`src/rtl/contador_bcd_varredura_pkg.sv`:
```
// Shared types and constants for the scanned four-decade BCD counter.
// Latency: n/a (declarations only).
// Backpressure: n/a.
package contador_bcd_varredura_pkg;

  typedef logic [3:0] bcd_t;

  localparam bcd_t MAX_DIGIT    = 4'd9;
  localparam int   NDIG         = 4;
  localparam int   SCAN_DIV_DEF = 4;

endpackage

```
`src/rtl/contador_bcd_varredura_if.sv`:
```
// Bundle of counter controls, count result and display scan outputs.
// Latency: n/a (wiring only).
// Backpressure: none; the counter accepts a control word every cycle.
interface contador_bcd_varredura_if;
  import contador_bcd_varredura_pkg::*;

  logic                en;
  logic                up;
  logic                load;
  logic [NDIG*4-1:0]   din;
  logic [NDIG*4-1:0]   count;
  logic                cout;
  bcd_t                bcd;
  logic [NDIG-1:0]     an;

  modport master (output en, up, load, din, input count, cout, bcd, an);
  modport slave  (input en, up, load, din, output count, cout, bcd, an);

endinterface

```
`src/rtl/contador_bcd_varredura_decada.sv`:
```
// One up/down BCD decade with saturating parallel load and ripple carry/borrow.
// Latency: q updates on the edge that samples load or cin; cout is combinational.
// Backpressure: none; steps whenever cin is high and load is low.
module decada_bcd
  import contador_bcd_varredura_pkg::*;
(
  input  logic clk,
  input  logic rst,
  input  logic load,
  input  bcd_t din,
  input  logic up,
  input  logic cin,
  output bcd_t q,
  output logic cout
);

  bcd_t din_sat;

  // Out-of-range load nibbles clamp to 9 so the decade never holds a non-BCD value.
  assign din_sat = (din > MAX_DIGIT) ? MAX_DIGIT : din;

  // Carry/borrow out fires when this decade is about to wrap on the current step.
  assign cout = cin & (up ? (q == MAX_DIGIT) : (q == 4'd0));

  // Decade register: reset, then load, then a decimal step in the selected direction.
  always_ff @(posedge clk) begin
    if (rst) begin
      q <= 4'd0;
    end else if (load) begin
      q <= din_sat;
    end else if (cin) begin
      if (up) begin
        q <= (q == MAX_DIGIT) ? 4'd0 : q + 4'd1;
      end else begin
        q <= (q == 4'd0) ? MAX_DIGIT : q - 4'd1;
      end
    end
  end

endmodule

```
`src/rtl/contador_bcd_varredura.sv`:
```
// Four-decade up/down BCD counter with multiplexed 7-segment digit scan.
// Latency: count/cout one cycle after en/load; bcd/an combinational from registers.
// Backpressure: none; one control word consumed per cycle, load wins over en.
module contador_bcd_varredura #(
  parameter int SCAN_DIV = contador_bcd_varredura_pkg::SCAN_DIV_DEF,
  parameter int NDIG     = contador_bcd_varredura_pkg::NDIG
) (
  input  logic                      clk,
  input  logic                      rst,
  contador_bcd_varredura_if.slave   bus
);
  import contador_bcd_varredura_pkg::*;

  localparam int DW = (SCAN_DIV > 1) ? $clog2(SCAN_DIV) : 1;
  localparam int IW = (NDIG > 1) ? $clog2(NDIG) : 1;
  localparam logic [DW-1:0] DIV_TERM = DW'(SCAN_DIV - 1);
  localparam logic [IW-1:0] IDX_LAST = IW'(NDIG - 1);

  logic [NDIG*4-1:0] count_w;
  logic              wrap;
  logic              cout_q;
  logic [DW-1:0]     div_q;
  logic [IW-1:0]     idx_q;
  bcd_t              bcd_w;
  logic [NDIG-1:0]   an_w;

  // Ripple chain of decades: decade i steps only when every lower decade wraps.
  for (genvar i = 0; i < NDIG; i++) begin : g_dec
    logic ci;
    logic co;
    bcd_t q;
    if (i == 0) begin : g_first
      assign ci = bus.en;
    end else begin : g_next
      assign ci = g_dec[i-1].co;
    end
    decada_bcd u_dec (
      .clk  (clk),
      .rst  (rst),
      .load (bus.load),
      .din  (bus.din[4*i +: 4]),
      .up   (bus.up),
      .cin  (ci),
      .q    (q),
      .cout (co)
    );
    assign count_w[4*i +: 4] = q;
  end

  assign wrap = g_dec[NDIG-1].co;

  // Wrap pulse: registered so it lines up with the wrapped count; a load suppresses it.
  always_ff @(posedge clk) begin
    if (rst) begin
      cout_q <= 1'b0;
    end else begin
      cout_q <= wrap & ~bus.load;
    end
  end

  // Scan timing: divider free-runs regardless of en/load and advances the digit index on terminal count.
  always_ff @(posedge clk) begin
    if (rst) begin
      div_q <= '0;
      idx_q <= '0;
    end else if (div_q == DIV_TERM) begin
      div_q <= '0;
      idx_q <= (idx_q == IDX_LAST) ? '0 : idx_q + IW'(1);
    end else begin
      div_q <= div_q + DW'(1);
    end
  end

  // Output mux: one-hot select plus the selected digit, straight from registered state.
  always_comb begin
    an_w        = '0;
    an_w[idx_q] = 1'b1;
    bcd_w       = count_w[4*idx_q +: 4];
  end

  assign bus.count = count_w;
  assign bus.cout  = cout_q;
  assign bus.bcd   = bcd_w;
  assign bus.an    = an_w;

endmodule
```
`src/flat_wrapper.sv`:
```
// flat-port wrapper written by rule: the top's interface ports become plain ports
module contador_bcd_varredura_flat import contador_bcd_varredura_pkg::*;
#(
  parameter int SCAN_DIV = contador_bcd_varredura_pkg::SCAN_DIV_DEF,
  parameter int NDIG     = contador_bcd_varredura_pkg::NDIG
)
  (clk, rst, bus_en, bus_up, bus_load, bus_din, bus_count, bus_cout, bus_bcd, bus_an);
  contador_bcd_varredura_if bus_i ();
  input  logic clk;
  input  logic rst;
  input wire logic [$bits(bus_i.en)-1:0] bus_en;
  input wire logic [$bits(bus_i.up)-1:0] bus_up;
  input wire logic [$bits(bus_i.load)-1:0] bus_load;
  input wire logic [$bits(bus_i.din)-1:0] bus_din;
  output wire logic [$bits(bus_i.count)-1:0] bus_count;
  output wire logic [$bits(bus_i.cout)-1:0] bus_cout;
  output wire logic [$bits(bus_i.bcd)-1:0] bus_bcd;
  output wire logic [$bits(bus_i.an)-1:0] bus_an;
  assign bus_i.en = bus_en;
  assign bus_i.up = bus_up;
  assign bus_i.load = bus_load;
  assign bus_i.din = bus_din;
  assign bus_count = bus_i.count;
  assign bus_cout = bus_i.cout;
  assign bus_bcd = bus_i.bcd;
  assign bus_an = bus_i.an;
  contador_bcd_varredura #(.SCAN_DIV(SCAN_DIV), .NDIG(NDIG)) u_core (.clk(clk), .rst(rst), .bus(bus_i));
endmodule
```
`config.mk`:
```
export PLATFORM = sky130hd
export DESIGN_NAME = contador_bcd_varredura_flat
export DESIGN_NICKNAME = d
export VERILOG_FILES = /design/src/rtl/contador_bcd_varredura_pkg.sv /design/src/rtl/contador_bcd_varredura_if.sv /design/src/rtl/contador_bcd_varredura_decada.sv /design/src/rtl/contador_bcd_varredura.sv /design/src/flat_wrapper.sv
export SDC_FILE = /design/constraint.sdc
export NUM_CORES = 1
export LEC_CHECK = 0
export ABC_AREA = 0
export CORE_AREA = 2 2 76 78
export CTS_BUF_LIST = sky130_fd_sc_hd__clkbuf_4 sky130_fd_sc_hd__clkbuf_8
export DETAILED_ROUTE_END_ITERATION = 8
export DIE_AREA = 0 0 78 80
export PLACE_DENSITY_LB_ADDON = 0.25
export SETUP_SLACK_MARGIN = 0.3
export SLEW_MARGIN = 0
export SYNTH_ARGS = -nofsm -noshare
export SYNTH_HDL_FRONTEND = slang
export SYNTH_SLANG_ARGS = --single-unit
export TNS_END_PERCENT = 1
```
`constraint.sdc`:
```
create_clock -name clk -period 3.6 [get_ports clk]
set_clock_uncertainty 0.05 [all_clocks]
set_input_delay 0.54 -clock clk [delete_from_list [all_inputs] [get_ports clk]]
set_output_delay 0.54 -clock clk [all_outputs]
set_load 0.03 [all_outputs]
```
==> flow_metrics.tcl, run 1 <==
set metrics [dict create \
    ir_drop_uv 216 \
    synthesis.nets 263 \
    ys_warn_count 0 \
    synth_top_cell_by_area "dfxtp_1" \
    fin_nets 293 \
    synth.most_common_cell "dfxtp_1" \
    power_density_nw_per_um2 296 \
    critPathMaxStageDelay_ns 0.62 \
    grt_pass1_wl_um 7690 \
    drt_iter0_drc 92 \
    avgSynthCellArea_um2 7.71 \
    slowest_stage "mux4_1" \
    setup_viol 0 \
    synth.area.top_cells "dfxtp_1, o21ai_0, nand3_1" \
    seqPwrFrac_pct 42.0 \
    synth_top_area_share_pct 23.0 \
    crit_family "multiplexers" \
    synth_common_cells "dfxtp_1, nor2_1, o21ai_0" \
    hold_buffers 0 \
    internal-power_mw 0.449 \
    path_buf_inv 1 \
    cts.sinks 21 \
    crit_type "reg -> out" \
    drc 0 \
    dp_hpwl_um 3420 \
    io_buffers 45 \
    synth_edf_count 0 \
    post-route-util_pct 43.1 \
    startpoint_type "flop" \
    clk-insertion-delay-late_ns 0.26 \
    syn_inst 237 \
    setup-tns-final_ns 0 \
    postCtsSetupBuffers 0 \
    cp.arrival_ns 2.07 \
    pwr-share-comb_pct 33.6 \
    hold_start "u_core.div_q[0]$_SDFF_PP0_" \
    core_um2 5410 \
    cts_root_buf "clkbuf_8" \
    maxSlewHeadroom_pct 56.4 \
    endpoint_kind "output port" \
    die_h_um 80 \
    post-route-period-util_pct 73.9 \
    cts_resized 0 \
    synth-seq-cells 21 \
    die_w_um 78 \
    fillers 578 \
    synth_top_family_by_area "simple AND/OR/NAND/NOR gates" \
    rsz0062_at_grt "false" \
    hold_viol 0 \
    synth_fa_ha_area_share_pct 3.42 \
    power_switching_mw 0.239 \
    start_util_pct 33.8 \
    die-area_um2 6240 \
    wire_per_inst_um 13.7 \
    clock_power_share_pct 24.4 \
    synth-compound-area-share_pct 25.7 \
    tightest_slew_ns 0.652 \
    ys_seq_area_share_pct 23.0 \
    min_period_ns 2.66 \
    clk_path_buf_depth 2 \
    grt_usage_pct 15.2 \
    row_count 27 \
    outcome "finished clean" \
    clk_pin_slew_worst_paths_ns 0.08 \
    ys_async_sr_fraction_pct 0 \
    drt-total-wl_um 4620 \
    hp-class "reg -> reg" \
    grt_max_degree 22 \
    cts_tree "built" \
    synth_mux_area_share_pct 8.97 \
    worstPathCellList "mux4_1 > clkdlybuf4s50_1" \
    synth-simple-area-share_pct 25.9 \
    timing.fmax_mhz 376 \
    synth_ff_type "dfxtp_1" \
    swShare_pct 34.7 \
    crit_fanout 9 \
    io_pins 46 \
    cellLeakagePower_nw 0.827 \
    synth_xor_area_share_pct 4.31 \
    syn2layout_area_growth_pct 27.3 \
    h-tree-depth 1 \
    vias_per_cell 5.37 \
    maxCapViolations 0 \
    vias 1814 \
    diodes 0 \
    first_global_vias 1602 \
    grt_antenna_before_repair 0 \
    netlist-cell-type-count 56 \
    dr.pass1.iters 4 \
    r2r_start "u_core.g_dec[0].u_dec.q[0]$_SDFFE_PP0P_" \
    globalplace.congestion 0.782 \
    syn_area_um2 1830 \
    slew_viol_final 0 \
    critical_path.startpoint "u_core.idx_q[0]$_SDFFE_PP0P_" \
    final_antenna_net_count 0 \
    drive_gt1_share_pct 8.65 \
    critPathRequiredTime_ns 3.01 \
    grt-ovfl-total 0 \
    cts_buffers 3 \
]
[per-layer routing]
layer / wire length [µm] / vias up / GRT usage, %
met3: 240 / 2 / 2.83
met4: 27 / 0 / 3.16
met1: 2150 / 835 / 20.3
met5: 0 / - / 0
li1: - / 925 / -
met2: 2200 / 52 / 25.7
[state kept, by name, summed over array words and instances (netlist names)]
register,flops
u_core.g_dec.u_dec.q,16
u_core.div_q,2
u_core.idx_q,2
u_core.bus.cout,1
[cells by family after synthesis]
group | after synthesis
AND/OR/NAND/NOR | 88
AO/OA/AOI/OAI | 69
flip-flops | 21
adder cells (fa/ha/maj) | 5
multiplexers | 11
XOR/XNOR | 9
buffers and inverters | 34
[final cells by class]
cell class | instances | area (µm²) | share of cell area (%)
sequential | 21 | 420 | 18.1
multi-input combinational | 182 | 1250 | 53.7
tap | 72 | 90.1 | 3.87
clock buffer | 4 | 48.8 | 2.10
timing repair buffer | 49 | 480 | 20.6
inverter | 10 | 37.5 | 1.61
[per-stage QoR]
| stage | cell area, µm² | hold WS [ns] | total power, mW | cells | setup WS (ns) |
|---|---|---|---|---|---|
| 2_1_floorplan | 1830 | 0.354 | 0.448 | 237 | 1.57 |
| 3_3_place_gp | 2280 | 0.364 | 0.526 | 334 | 0.753 |
| 3_5_place_dp | 2280 | 0.371 | 0.527 | 334 | 0.699 |
| 4_1_cts | 2330 | 0.391 | 0.699 | 338 | 0.906 |
| 5_1_grt | 2330 | 0.400 | 0.735 | 338 | 0.855 |
| 6_report | 2330 | 0.385 | 0.689 | 338 | 0.940 |
[final timing paths]
check,endpoint,slack [ns],depth (start not counted)
worst max-delay path,bus_bcd[3],0.94,2
worst min-delay path,u_core.div_q[0]$_SDFF_PP0_,0.39,1
worst max register to register,u_core.g_dec[3].u_dec.q[1]$_SDFFE_PP0P_,1.60,5
worst min register to register,u_core.div_q[0]$_SDFF_PP0_,0.39,1
[placed cells by master (no fill, tap or decap), drive strengths merged, types with 4 or more instances in the layout]
| cell type | n |
|---|---|
| nand3 | 16 |
| or2 | 4 |
| and2 | 4 |
| o22ai | 4 |
| o21ai | 20 |
| nor2 | 18 |
| o31a | 4 |
| dfxtp | 21 |
| mux2i | 7 |
| a21oi | 13 |
| mux4 | 4 |
| nor3 | 10 |
| clkdlybuf4s50 | 45 |
| ha | 5 |
| inv | 10 |
| buf | 4 |
| nand2 | 14 |
| xnor2 | 7 |
| nand2b | 6 |
| clkbuf | 4 |
| a31oi | 4 |
[worst reg2reg max path, stage by stage, from the launching register on]
cell and delay, ns:
dfxtp_1 0.44, or3_4 0.47, a21oi_4 0.28, nand4_4 0.17, and2_0 0.20, o31a_1 0.28
[power groups by stage]
stage	combinational, mW	sequential (mW)	clock, mW
3_3_place_gp	0.230	0.295	0
4_1_cts	0.233	0.290	0.176
5_1_grt	0.253	0.295	0.186
3_5_place_dp	0.232	0.295	0
2_1_floorplan	0.158	0.289	0
6_report	0.231	0.290	0.168
(Power assumes the default switching activity.)
==> run 2: changes to the inputs <==
Clock period 3.6 ns to 2.3 ns, I/O delays scaled along.
==> run 2 against run 1 <==
Effect of this change:
- register-to-register slack worse by 1.2 ns
- cell count is 6.2% higher
- worst hold slack worse by 0.0020 ns
- cell area grew 7.0%
- sequential power is 43% higher
- critical path type unchanged
- clock power up 55%
- largest power group is now combinational logic
- global-route usage rose by 1.5 points
- die area did not move
==> flow_metrics.tcl, run 2 (same netlist as run 1, synthesis figures left out) <==
set metrics [dict create \
    wire_per_inst_um 14.0 \
    cp.arrival_ns 1.66 \
    startpoint_type "flop" \
    setup-tns-final_ns 0 \
    hold_viol 0 \
    critPathRequiredTime_ns 1.90 \
    syn2layout_area_growth_pct 36.2 \
    maxSlewHeadroom_pct 75.8 \
    io_pins 46 \
    clk_path_buf_depth 2 \
    rsz0062_at_grt "true" \
    dp_hpwl_um 3820 \
    setup_viol 0 \
    pwr-share-comb_pct 39.3 \
    largest_reg_flops 16 \
    h-tree-depth 1 \
    first_global_vias 1770 \
    internal-power_mw 0.728 \
    clock_power_share_pct 23.4 \
    slew_viol_final 0 \
    cts_tree "built" \
    outcome "finished clean" \
    swShare_pct 34.5 \
    globalplace.congestion 0.809 \
    vias 1907 \
    drt_iter0_drc 92 \
    seqPwrFrac_pct 37.3 \
    crit_type "reg -> out" \
    slowest_stage "clkdlybuf4s50_1" \
    clk-insertion-delay-late_ns 0.27 \
    final_common_cell "clkdlybuf4s50_1" \
    tightest_slew_ns 0.353 \
    grt_max_degree 15 \
    hp-class "reg -> reg" \
    diodes 0 \
    clk_pin_slew_worst_paths_ns 0.07 \
    cellLeakagePower_nw 0.965 \
    cts_buffers 3 \
    maxCapViolations 0 \
    cts_root_buf "clkbuf_8" \
    die-area_um2 6240 \
    min_period_ns 2.05 \
    timing.fmax_mhz 487 \
    io_buffers 45 \
    worstPathCellList "buf_4 > inv_1 > ha_1 > clkdlybuf4s50_1" \
    rr_worst_depth 7 \
    fin_nets 314 \
    row_count 27 \
    final_cell_mix "clkdlybuf4s50_1, buf_4, dfxtp_1" \
    final_antenna_net_count 0 \
    vias_per_cell 5.31 \
    drive_gt1_share_pct 16.0 \
    post-route-util_pct 46.1 \
    die_w_um 78 \
    core_um2 5410 \
    largestRegisters "u_core.g_dec.u_dec.q: 16 flops, u_core.div_q: 2 flops, u_core.idx_q: 2 flops" \
    hold_path_depth 1 \
    cts.sinks 21 \
    regMostFlops "u_core.g_dec.u_dec.q" \
    start_util_pct 33.8 \
    post-route-period-util_pct 89.3 \
    grt_antenna_before_repair 0 \
    power_density_nw_per_um2 446 \
    drc 0 \
    drt-total-wl_um 5020 \
    grt_usage_pct 16.8 \
    dr.pass1.iters 4 \
    critPathMaxStageDelay_ns 0.66 \
    fillers 570 \
    grt-ovfl-total 0 \
    ir_drop_uv 186 \
    endpoint_kind "output port" \
    die_h_um 80 \
    grt_pass1_wl_um 8470 \
    crit_fanout 5 \
    power_switching_mw 0.383 \
]
run 2: cell types whose count changed in the layout (fill, tap and decap cells not counted):
| cell | change |
|---|---|
| dlygate4sd2_1 | +5 |
| buf_4 | +20 |
| dlymetal6s2s_1 | +2 |
| clkdlybuf4s50_1 | -7 |
| buf_6 | +1 |
| dfxtp_1 | -2 |
| dfxtp_2 | +2 |
run 2: power by group through the flow:
stage	combinational, mW	sequential (mW)	clock [mW]
after floorplan	0.248	0.453	0
after global placement	0.438	0.423	0
after detailed placement	0.440	0.423	0
after CTS	0.437	0.415	0.269
after global routing	0.476	0.418	0.285
final	0.437	0.415	0.260
run 2: path summary, 6_finish.rpt:
kind                                                              start                                      end  slack, ns
worst max-delay path                       u_core.idx_q[0]$_SDFFE_PP0P_                                bus_an[2]       0.25
worst min-delay path                         u_core.div_q[0]$_SDFF_PP0_               u_core.div_q[0]$_SDFF_PP0_       0.38
worst max register to register  u_core.g_dec[2].u_dec.q[0]$_SDFFE_PP0P_  u_core.g_dec[3].u_dec.q[2]$_SDFFE_PP0P_       0.38
worst min register to register               u_core.div_q[0]$_SDFF_PP0_               u_core.div_q[0]$_SDFF_PP0_       0.38
run 2: critical path: cells and delay by family, from the launching register on:
family / cells / cell delay (ns)
DFF: 1 / 0.36
buffers and inverters: 3 / 0.90
adders and majority gates: 1 / 0.14
run 2: through the flow:
stage               setup slack, ns  power (mW)  cells  cell area [µm²]  hold WS [ns]
floorplan                     0.340       0.701    237             1830         0.354
global placement             0.0735       0.861    355             2440         0.367
detailed placement           0.0311       0.864    355             2440         0.373
CTS                           0.111        1.12    359             2480         0.384
global route                  0.170        1.18    359             2490         0.405
finish                        0.246        1.11    359             2490         0.383
run 2: per-layer routing:
| layer | global-route usage (%) | part of all wire [%] | up-vias |
|---|---|---|---|
| met2 | 26.7 | 45 | 46 |
| li1 | - | - | 958 |
| met1 | 23.6 | 50 | 898 |
| met5 | 0 | 0 | - |
| met3 | 2.15 | 3.8 | 5 |
| met4 | 4.74 | 1.0 | 0 |
run 2: what timing repair did:
item,in CTS,in global routing
buffers inserted,0,0
resized for setup,5,5
hold endpoints to repair,0,0
hold buffers,0,0
setup endpoints to repair,10,19
run 2: cell type report:
cell class / count / area [µm²] / area share (%)
Tap cell: 72 / 90.1 / 3.62
Inverter: 10 / 37.5 / 1.51
Sequential cell: 21 / 423 / 17.0
Timing Repair Buffer: 70 / 641 / 25.7
Clock buffer: 4 / 48.8 / 1.96
Multi-Input combinational cell: 182 / 1250 / 50.2
